**config.mk**
```make
export PLATFORM = sky130hd
export DESIGN_NAME = rr_packet_arbiter
export DESIGN_NICKNAME = d
export VERILOG_FILES = /design/src/rtl/noc_arb_pkg.sv /design/src/rtl/rr_prio_pick.sv /design/src/rtl/rr_packet_arbiter.sv
export SDC_FILE = /design/constraint.sdc
export NUM_CORES = 1
export LEC_CHECK = 0
export BUFFER_PORTS_ARGS = -buffer_cell sky130_fd_sc_hd__buf_4
export CAP_MARGIN = 20
export CORE_UTILIZATION = 42
export CTS_BUF_LIST = sky130_fd_sc_hd__clkbuf_8
export CTS_CLUSTER_DIAMETER = 50
export DETAILED_ROUTE_END_ITERATION = 8
export PLACE_DENSITY = 0.78
export SLEW_MARGIN = 20
export SYNTH_ARGS = -nofsm -noshare
export SYNTH_HDL_FRONTEND = slang
export SYNTH_SLANG_ARGS = --single-unit
export TNS_END_PERCENT = 20
```
**constraint.sdc**
```tcl
create_clock -name clk -period 3.1 [get_ports clk]
set_input_delay 0.31 -clock clk [delete_from_list [all_inputs] [get_ports clk]]
set_output_delay 0.31 -clock clk [all_outputs]
set_load 0.01 [all_outputs]
```
**src/rtl/noc_arb_pkg.sv**
```systemverilog
// -----------------------------------------------------------------------------
// noc_arb_pkg
// Shared definitions for the router output-port arbiters.
//   arb_state_e   : arbiter state encoding (IDLE / LOCKED, one-hot so that a
//                   corrupted register is detectable and recovers to IDLE)
//   DEFAULT_PLD_W : payload (route/port vector) width used by router ports
//   clog2         : ceil(log2(n)), never less than 1 so index ports exist
// -----------------------------------------------------------------------------
package noc_arb_pkg;

    localparam int DEFAULT_PLD_W = 5;

    typedef enum logic [1:0] {
        ARB_IDLE   = 2'b01,
        ARB_LOCKED = 2'b10
    } arb_state_e;

    function automatic int clog2(input int n);
        int r;
        r = 0;
        for (int i = 0; i < 31; i++) begin
            if ((1 << i) < n) begin
                r = i + 1;
            end
        end
        return (r < 1) ? 1 : r;
    endfunction

endpackage

```
**src/rtl/rr_prio_pick.sv**
```systemverilog
// -----------------------------------------------------------------------------
// rr_prio_pick
// Combinational rotating priority picker. Scans i_req starting at i_ptr,
// wrapping modulo N, and reports the first set bit.
//   i_req  [N]     : request vector
//   i_ptr  [IDX_W] : highest-priority position (must be < N)
//   o_oh   [N]     : one-hot winner (zero when nothing requested)
//   o_idx  [IDX_W] : binary winner index
//   o_any  [1]     : at least one request set
// -----------------------------------------------------------------------------
module rr_prio_pick #(
    parameter int N     = 4,
    parameter int IDX_W = 2
) (
    input  logic [N-1:0]     i_req,
    input  logic [IDX_W-1:0] i_ptr,
    output logic [N-1:0]     o_oh,
    output logic [IDX_W-1:0] o_idx,
    output logic             o_any
);

    logic [2*N-1:0] w_dbl;
    logic [N-1:0]   w_rot;
    int             w_off;
    int             w_sum;

    assign w_dbl = {i_req, i_req};

    // Rotate so the pointer position lands at bit 0, take the lowest set bit,
    // then add the pointer back (mod N) to get the real input index.
    always_comb begin
        w_rot = N'(w_dbl >> i_ptr);
        w_off = 0;
        o_any = 1'b0;
        o_oh  = '0;
        for (int j = N - 1; j >= 0; j--) begin
            if (w_rot[j]) begin
                o_any = 1'b1;
                w_off = j;
            end
        end
        w_sum = int'(i_ptr) + w_off;
        if (w_sum >= N) begin
            w_sum = w_sum - N;
        end
        o_idx = IDX_W'(w_sum);
        for (int j = 0; j < N; j++) begin
            o_oh[j] = o_any && (o_idx == IDX_W'(j));
        end
    end

endmodule

```
**src/rtl/rr_packet_arbiter.sv**
```systemverilog
// -----------------------------------------------------------------------------
// rr_packet_arbiter
// N-input round-robin arbiter for a router output port with optional
// packet locking (grant held from head flit until tail flit).
//   clk, rst    : clock (rising edge), synchronous active-high reset
//   req_valid   [N_REQ]       : per-input request
//   req_pld     [N_REQ*PLD_W] : payloads, input i at [i*PLD_W +: PLD_W]
//   req_tail    [N_REQ]       : flit on input i ends its packet
//   out_ready   [1]           : downstream can accept this cycle
//   grant_vld   [1]           : a transfer happens this cycle
//   grant_oh    [N_REQ]       : one-hot winner
//   grant_idx   [IDX_W]       : binary winner index
//   grant_pld   [PLD_W]       : winner payload, zero when no grant
//   locked      [1]           : packet lock currently held (registered)
// -----------------------------------------------------------------------------
module rr_packet_arbiter
    import noc_arb_pkg::*;
#(
    parameter int N_REQ   = 4,
    parameter int PLD_W   = DEFAULT_PLD_W,
    parameter int LOCK_EN = 1,
    parameter int IDX_W   = clog2(N_REQ)
) (
    input  logic                   clk,
    input  logic                   rst,
    input  logic [N_REQ-1:0]       req_valid,
    input  logic [N_REQ*PLD_W-1:0] req_pld,
    input  logic [N_REQ-1:0]       req_tail,
    input  logic                   out_ready,
    output logic                   grant_vld,
    output logic [N_REQ-1:0]       grant_oh,
    output logic [IDX_W-1:0]       grant_idx,
    output logic [PLD_W-1:0]       grant_pld,
    output logic                   locked
);

    arb_state_e       r_state;
    arb_state_e       w_state_nxt;
    logic [IDX_W-1:0] r_ptr;
    logic [IDX_W-1:0] w_ptr_nxt;
    logic [IDX_W-1:0] r_owner;
    logic [IDX_W-1:0] w_owner_nxt;
    logic [N_REQ-1:0] w_owner_oh;
    logic [N_REQ-1:0] w_cand;
    logic [N_REQ-1:0] w_win_oh;
    logic [IDX_W-1:0] w_win_idx;
    logic             w_any;
    logic             w_grant;
    logic             w_tail_hit;

    function automatic logic [IDX_W-1:0] nextPtr(input logic [IDX_W-1:0] idx);
        return (idx == IDX_W'(N_REQ - 1)) ? '0 : idx + IDX_W'(1);
    endfunction

    // While locked, only the owner's request is visible to the picker, so the
    // same picker serves both states.
    always_comb begin
        w_owner_oh = '0;
        for (int i = 0; i < N_REQ; i++) begin
            w_owner_oh[i] = (r_owner == IDX_W'(i));
        end
    end

    assign w_cand = (r_state == ARB_LOCKED) ? (req_valid & w_owner_oh) : req_valid;

    rr_prio_pick #(
        .N     (N_REQ),
        .IDX_W (IDX_W)
    ) u_pick (
        .i_req (w_cand),
        .i_ptr (r_ptr),
        .o_oh  (w_win_oh),
        .o_idx (w_win_idx),
        .o_any (w_any)
    );

    assign w_grant    = w_any & out_ready & ~rst;
    assign w_tail_hit = |(req_tail & w_win_oh);
    assign locked     = (r_state == ARB_LOCKED);

    // Grant outputs are zeroed whenever no transfer happens, including reset.
    always_comb begin
        grant_vld = w_grant;
        grant_oh  = '0;
        grant_idx = '0;
        grant_pld = '0;
        if (w_grant) begin
            grant_oh  = w_win_oh;
            grant_idx = w_win_idx;
            for (int i = 0; i < N_REQ; i++) begin
                if (w_win_oh[i]) begin
                    grant_pld = grant_pld | req_pld[i*PLD_W +: PLD_W];
                end
            end
        end
    end

    // Priority only rotates when a packet completes; a head flit without tail
    // parks the arbiter on its owner instead.
    always_comb begin
        w_state_nxt = r_state;
        w_ptr_nxt   = r_ptr;
        w_owner_nxt = r_owner;
        case (r_state)
            ARB_IDLE: begin
                if (w_grant) begin
                    if (w_tail_hit || (LOCK_EN == 0)) begin
                        w_ptr_nxt = nextPtr(w_win_idx);
                    end else begin
                        w_owner_nxt = w_win_idx;
                        w_state_nxt = ARB_LOCKED;
                    end
                end
            end
            ARB_LOCKED: begin
                if (w_grant && w_tail_hit) begin
                    w_state_nxt = ARB_IDLE;
                    w_ptr_nxt   = nextPtr(r_owner);
                end
            end
            default: begin
                w_state_nxt = ARB_IDLE;
            end
        endcase
    end

    // State, pointer and owner registers.
    always_ff @(posedge clk) begin
        if (rst) begin
            r_state <= ARB_IDLE;
            r_ptr   <= '0;
            r_owner <= '0;
        end else begin
            r_state <= w_state_nxt;
            r_ptr   <= w_ptr_nxt;
            r_owner <= w_owner_nxt;
        end
    end

endmodule
```
# After elaboration in Yosys (flattened, before gate mapping)
# Cells that the tools add are included.
[word_totals] inputBits=31 output_inout_bits=13 wordCells=72 reg_bits=6
[classes] bitwise=9 magnitude_cmp=1 eq_ne=12 reduce_logical=12 mux=30 addsub=4 shift=1
[ops] op="$mux 5" n=8
[ops] op="$mux 2" n=14
[ops] op="$or 5x5->5" n=3
[ops] op="$eq 2x2->1 const B" n=5
[ops] op="$and 4x4->4" n=2
[ops] op="$mux 4" n=2
[ops] op="$pmux 2 s2" n=2
[ops] op="$shr 8x2->4" n=1
[ops] op="$eq 2x1->1 const B" n=3
[ops] op="$ne 2x2->1 const B" n=3
[ops] op="$reduce_and 3->1" n=2
[ops] op="$logic_and 1x1->1" n=5
[ops] op="$add 2x1->2 const B" n=2
[ops] op="$logic_not 2->1" n=2
[ops] op="$mux 1" n=4
[ops] op="$reduce_and 4->1" n=1
[ops] op="$reduce_or 4->1" n=1
[ops] op="$add 2x2->3" n=1
[ops] op="$ge 3x3->1 const B" n=1
[ops] op="$and 1x1->1" n=2
[ops] op="$ne 2x1->1 const B" n=1
[ops] op="$not 1->1" n=2
[ops] op="$reduce_bool 2->1" n=1
[ops] op="$sub 2x1->2 const B" n=1

# Depth between registers and ports, before layout
[depth] depth_word=24 depth_mapped=15

# Hierarchy
# From an unflattened synthesis, not the netlist that was laid out.
[unflattened] cells_unflattened=102 area_unflattened_um2=847.1
[by_module_without_submodules] module="rr_packet_arbiter" seq_area_each_um2=120.1 n_inst=1 cells_per_inst=64 area_per_inst_um2=585.6
[by_module_without_submodules] module="rr_prio_pick" seq_area_each_um2=0.0 n_inst=1 cells_per_inst=38 area_per_inst_um2=261.5

# Least setup slack after synthesis
# OpenSTA, ideal clock, no wires.
[synth_timing] kind="reg2reg" from="register r_owner[0]" to="register r_state[0]" period_less_slack_ns=3.348 t_required_ns=2.982 setup_time_ns=0.118 path_slack_ns=-0.248 path_stages_with_launch=16 t_arrival_ns=3.231 path_cell_list="dfxtp_1 inv_1 ha_1 nor3b_1 nor2_1 a2111o_1 o211ai_1 ha_1 xor2_1 xnor2_4 inv_4 ha_1 a22oi_1 o21ai_4 a211oi_2 inv_1"
[synth_between] elab_chain_len=18 elab_cells_between_ends=36 classes_between="add/sub: 2; order compare: 1; eq/ne: 9; shift: 1; mux: 10; bitwise: 4; reduce/logical: 9"
[synth_lines] element="start, declared" line="rr_packet_arbiter.sv:41" source="logic [IDX_W-1:0] r_owner;"
[synth_lines] element="start signal, assigned" line="rr_packet_arbiter.sv:136" source="r_owner <= w_owner_nxt;"
[synth_lines] element="$eq 2x1->1, or another cell as far along" line="rr_packet_arbiter.sv:60" source="w_owner_oh[i] = (r_owner == IDX_W'(i));"
[synth_lines] element="$and 4x4->4 (*)" line="rr_packet_arbiter.sv:64" source="assign w_cand = (r_state == ARB_LOCKED) ? (req_valid & w_owner_oh) : req_valid;"
[synth_lines] element="$mux 4 (*)" line="rr_packet_arbiter.sv:64"
[synth_lines] element="$shr 8x2->4 (*)" line="rr_prio_pick.sv:32" source="w_rot = N'(w_dbl >> i_ptr);"
[synth_lines] element="$mux 2 (4 in a row)" line="rr_prio_pick.sv:37" source="if (w_rot[j]) begin"
[synth_lines] element="$add 2x2->3" line="rr_prio_pick.sv:42" source="w_sum = int'(i_ptr) + w_off;"
[synth_lines] element="$ge 3x3->1 / $sub 2x1->2 (equally long branches)" line="rr_prio_pick.sv:43, rr_prio_pick.sv:44"
[synth_lines] element="$mux 2" line="rr_prio_pick.sv:43" source="if (w_sum >= N) begin"
[synth_lines] element="$eq 2x1->1, or another cell as far along" line="rr_prio_pick.sv:48" source="o_oh[j] = o_any && (o_idx == IDX_W'(j));"
[synth_lines] element="$logic_and 1x1->1" line="rr_prio_pick.sv:48"
[synth_lines] element="$and 4x4->4" line="rr_packet_arbiter.sv:78" source="assign w_tail_hit = |(req_tail & w_win_oh);"
[synth_lines] element="$reduce_or 4->1" line="rr_packet_arbiter.sv:78"
[synth_lines] element="$logic_and 1x1->1" line="rr_packet_arbiter.sv:116" source="if (w_grant && w_tail_hit) begin"
[synth_lines] element="$ne 2x1->1 (no source line)"
[synth_lines] element="$reduce_and 3->1 (no source line) (*)"
[synth_lines] element="end signal, assigned" line="rr_packet_arbiter.sv:134" source="r_state <= w_state_nxt;"
[synth_lines] element="end, declared" line="rr_packet_arbiter.sv:37" source="arb_state_e r_state;"
# Mark *: on every way between the ends. The rest lies on a longest branch, timed or not.
# A chain may end at the register's enable or synchronous reset.

# Worst setup path in the final report
[layout_timing] from="register r_owner[0]" to="output grant_pld[1]"
[layout_between] elab_chain_len=24 elab_cells_between_ends=40 classes_between="add/sub: 2; order compare: 1; eq/ne: 6; shift: 1; mux: 18; bitwise: 6; reduce/logical: 6"
[layout_lines] element="$eq 2x1->1, or another cell as far along" line="rr_packet_arbiter.sv:60"
[layout_lines] element="$and 4x4->4 (*)" line="rr_packet_arbiter.sv:64"
[layout_lines] element="$mux 4 (*)" line="rr_packet_arbiter.sv:64"
[layout_lines] element="$shr 8x2->4 (*)" line="rr_prio_pick.sv:32"
[layout_lines] element="$mux 2 (4 in a row)" line="rr_prio_pick.sv:37"
[layout_lines] element="$add 2x2->3" line="rr_prio_pick.sv:42"
[layout_lines] element="$ge 3x3->1 / $sub 2x1->2 (equally long branches)" line="rr_prio_pick.sv:43, rr_prio_pick.sv:44"
[layout_lines] element="$mux 2" line="rr_prio_pick.sv:43"
[layout_lines] element="[... 5 more ...]"
[layout_lines] element="$mux 5" line="rr_packet_arbiter.sv:91" source="if (w_win_oh[i]) begin"
[layout_lines] element="$mux 5" line="rr_packet_arbiter.sv:87" source="if (w_grant) begin"
[layout_lines] element="$or 5x5->5" line="rr_packet_arbiter.sv:92" source="grant_pld = grant_pld | req_pld[i*PLD_W +: PLD_W];"
[layout_lines] element="$mux 5" line="rr_packet_arbiter.sv:91"
[layout_lines] element="$mux 5" line="rr_packet_arbiter.sv:87"
[layout_lines] element="$or 5x5->5" line="rr_packet_arbiter.sv:92"
[layout_lines] element="$mux 5" line="rr_packet_arbiter.sv:91"
[layout_lines] element="$mux 5 (*)" line="rr_packet_arbiter.sv:87"
[layout_lines] element="end, declared" line="rr_packet_arbiter.sv:33" source="output logic [PLD_W-1:0] grant_pld,"
# Mark *: on every way between the ends. The rest lies on a longest branch, timed or not. The select of a mux whose other input is x is not followed.

==> results.yml <==
run_status:
  outcome: "finished, violations left"
  violations: "setup timing"
finish:
  fillerInstances: 119
  area_growth_pct: 77.2
  final_nets: 210
  drive_gt1_frac: 0.600
  final_util: 0.788
  final_area_mm2: 0.00153
  antennaDiodeCount: 0
clock_tree:
  cts_made_buffers: 3
  cts-root-buf: "clkbuf_8"
  cts.path.max_buffers: 2
  cts_max_level: 1
  hold_buffers: 0
  clk_latency_ns: 0.23
  clkTransAtPathRegs_ns: 0.04
  cts_tree: "built"
  clkSinkCount: 6
floorplanning:
  coreArea_mm2: 0.00194
  initial_core_util: 0.445
  die_x_um: 47.3
  num_io_pins: 44
  std_cell_rows: 16
  dieArea_mm2: 0.00224
  die_height_um: 47.3
timing:
  fmax_ghz: 0.298
  period_minus_slack_ns: 3.35
  hold_slack_ns: 0.283
  fin_ws_ns: -0.251
  fin_worst_skew_ns: 0.00271
  hold_viol_final: 0
  fin_crit_sh: 1.08
  finalMaxSlewViolations: 0
  tightest_slew_ns: 0.486
  finalSetupViolations: 12
  max_slew_margin: 0.675
  grt_setup_unrepaired: "yes"
yosys:
  synth-async-reset-ratio: 0
  synth-main-ff-cell: "dfxtp_1"
  synth.largest_area_cell: "dfxtp_1"
  synth_xor_area_frac: 0.0420
  synth_fa_ha_area_frac: 0.101
  ys_ff_latch: 6
  yosys.area_share.simple: 0.171
  synth_top_family_by_area: "compound AO/OA/AOI/OAI gates"
  synthCells: 106
  yosysWarnings: 0
  yosys.cell_types.count: 41
  synth_fp_nets: 144
  synthesis.area_um2: 863
  synth_edf_count: 0
  synth_top_area_frac: 0.139
  syn_avg_cell_area_um2: 8.14
  synthTopCellsByArea: "dfxtp_1, ha_1, mux2_2, a222oi_1, inv_1"
  synth_mux_area_frac: 0.101
  seq_area_frac_synth: 0.139
  synth_compound_area_frac: 0.371
route:
  firstDrtPassIters: 5
  route.detailed.drc: 0
  postRouteAntennaNets: 0
  vias_per_cell: 5.87
  wirelength_mm: 3.05
  drt_iter0_drc: 43
  wl_per_cell_um: 15.5
  num_vias: 1156
power_and_ir_drop:
  power_leakage_nw: 0.691
  peakVddDrop_v: 0.000496
  power_density_mw_per_mm2: 465
place:
  gp_congestion: 0.776
  place_hpwl_mm: 2.22
  dpl-instance-area_mm2: 0.00133
  numPortBuffers: 43
setup_path:
  end_kind: "output port"
  cp-startpoint: "r_owner[0]"
  cp.required_ns: 2.79
  arrival_ns: 3.04
  cp_common_cell: "ha_2"
  cp_max_fo: 7
  cpPeakStageDelay_ns: 0.38
  critPathLaunchType: "register"
  crit_slowest_cell: "or3b_4"
  crit_type: "reg -> out"
  reg2reg_from: "r_owner[0]"
  crit_chain: "ha_4 -> or3b_4 -> nand2_2 -> nand3_1 -> o311a_1 -> o211ai_1 -> ha_2 -> xor2_4 -> xnor2_4 -> inv_4 -> ha_2 -> a222oi_1 -> nor2_1 -> buf_4"
min_path:
  min_from: "rst"
  hp-class: "in -> reg"
flow_run:
  max_cap_viol_count: 0
global_route:
  grt_pass1_wl_mm: 4.63
  grt_pass1_vias: 1022
  grt_usage: 0.295
  grt-ovfl-total: 0
  antenna_found_initial: 0
  grt_max_degree: 12
==> where the power goes <==
| group | total (mW) | switching, mW | leakage (nW) | internal, mW |
|---|---|---|---|---|
| Clock | 0.122 | 0.0379 | 0.0216 | 0.0838 |
| Sequential | 0.114 | 0.0220 | 0.0510 | 0.0916 |
| Combinational | 0.476 | 0.228 | 0.618 | 0.249 |
| Total | 0.712 | 0.288 | 0.691 | 0.424 |
==> layout make-up <==
type	count	area [um2]	area share
multi-input combinational	84	785	0.513
clock buffer	3	41.3	0.0270
inverter	13	53.8	0.0352
timing repair buffer	64	484	0.316
sequential	6	133	0.0867
tap	27	33.8	0.0221
==> cell usage after synthesis, types with 2 or more instances <==
cell / n
mux2_2: 6
o2111ai_1: 2
a21oi_1: 4
nor3_1: 3
dfxtp_1: 6
clkbuf_1: 2
o211ai_1: 2
and3_1: 2
mux2i_1: 2
ha_1: 7
a22oi_1: 3
nor3b_1: 2
inv_1: 12
nand2_1: 7
o21ai_0: 4
a311oi_1: 3
a222oi_1: 5
nor2_1: 11
==> flip-flops by register name, summed over array words and instances, names as in the netlist <==
register and count:
r_ptr 2, r_state 2, r_owner 2
==> stage by stage <==
step / instances / total power [mW] / setup WS (ns) / setup TNS, ns
after floorplan: 106 / 0.366 / -0.000766 / -0.000766
after global placement: 185 / 0.507 / -0.0722 / -0.410
after detailed placement: 185 / 0.525 / -0.204 / -1.72
after CTS: 196 / 0.698 / -0.227 / -1.09
after global routing: 197 / 0.750 / -0.441 / -3.72
final: 197 / 0.712 / -0.251 / -1.51
==> cell families after synthesis <==
kind of cell,count (synthesis)
AOI/OAI and AO/OA,37
xor gates and xnor gates,2
adders and majority gates,7
buffers and inverters,16
DFF,6
muxes,8
and+or+nand+nor,30
==> repair_timing <==
action	CTS	global route
setup buffers	8	1
gates resized for setup	22	2
pin swaps	14	4
endpoints found under the setup margin	15	15
==> routing by layer <==
layer / vias to the layer above / wire, um / share of wire / global-route usage
met5: - / 0 / 0 / 0
met4: 0 / 48 / 0.016 / 0.0857
met3: 7 / 132 / 0.043 / 0.0269
met2: 35 / 1660 / 0.54 / 0.559
met1: 573 / 1210 / 0.40 / 0.345
li1: 541 / - / - / -
==> final timing paths <==
check | slack (ns) | endpoint | depth (start not counted)
worst max-delay path | -0.25 | grant_pld[1] | 14
worst min-delay path | 0.28 | r_ptr[0] | 2
worst max register to register | -0.06 | r_state[0] | 16
worst min register to register | 0.55 | r_owner[1] | 2
==> critical path, delay by kind of cell (launching register included) <==
| family | cells | cell delay [ns] |
|---|---|---|
| compound gates | 3 | 0.61 |
| xor+xnor | 2 | 0.36 |
| fa+ha+maj | 3 | 0.65 |
| buf+inv | 2 | 0.22 |
| flops | 1 | 0.36 |
| simple gates | 4 | 0.62 |
==> layout by cell type, fill, tap and decap left out, drive strengths merged, types with 4 or more instances in the layout <==
cell / n
a222oi: 5
inv: 13
dfxtp: 6
mux2: 6
buf: 64
nor2: 11
ha: 7
nand2: 7
a21oi: 4
o21ai: 6
Note: power is estimated with default switching activity, not from simulation.
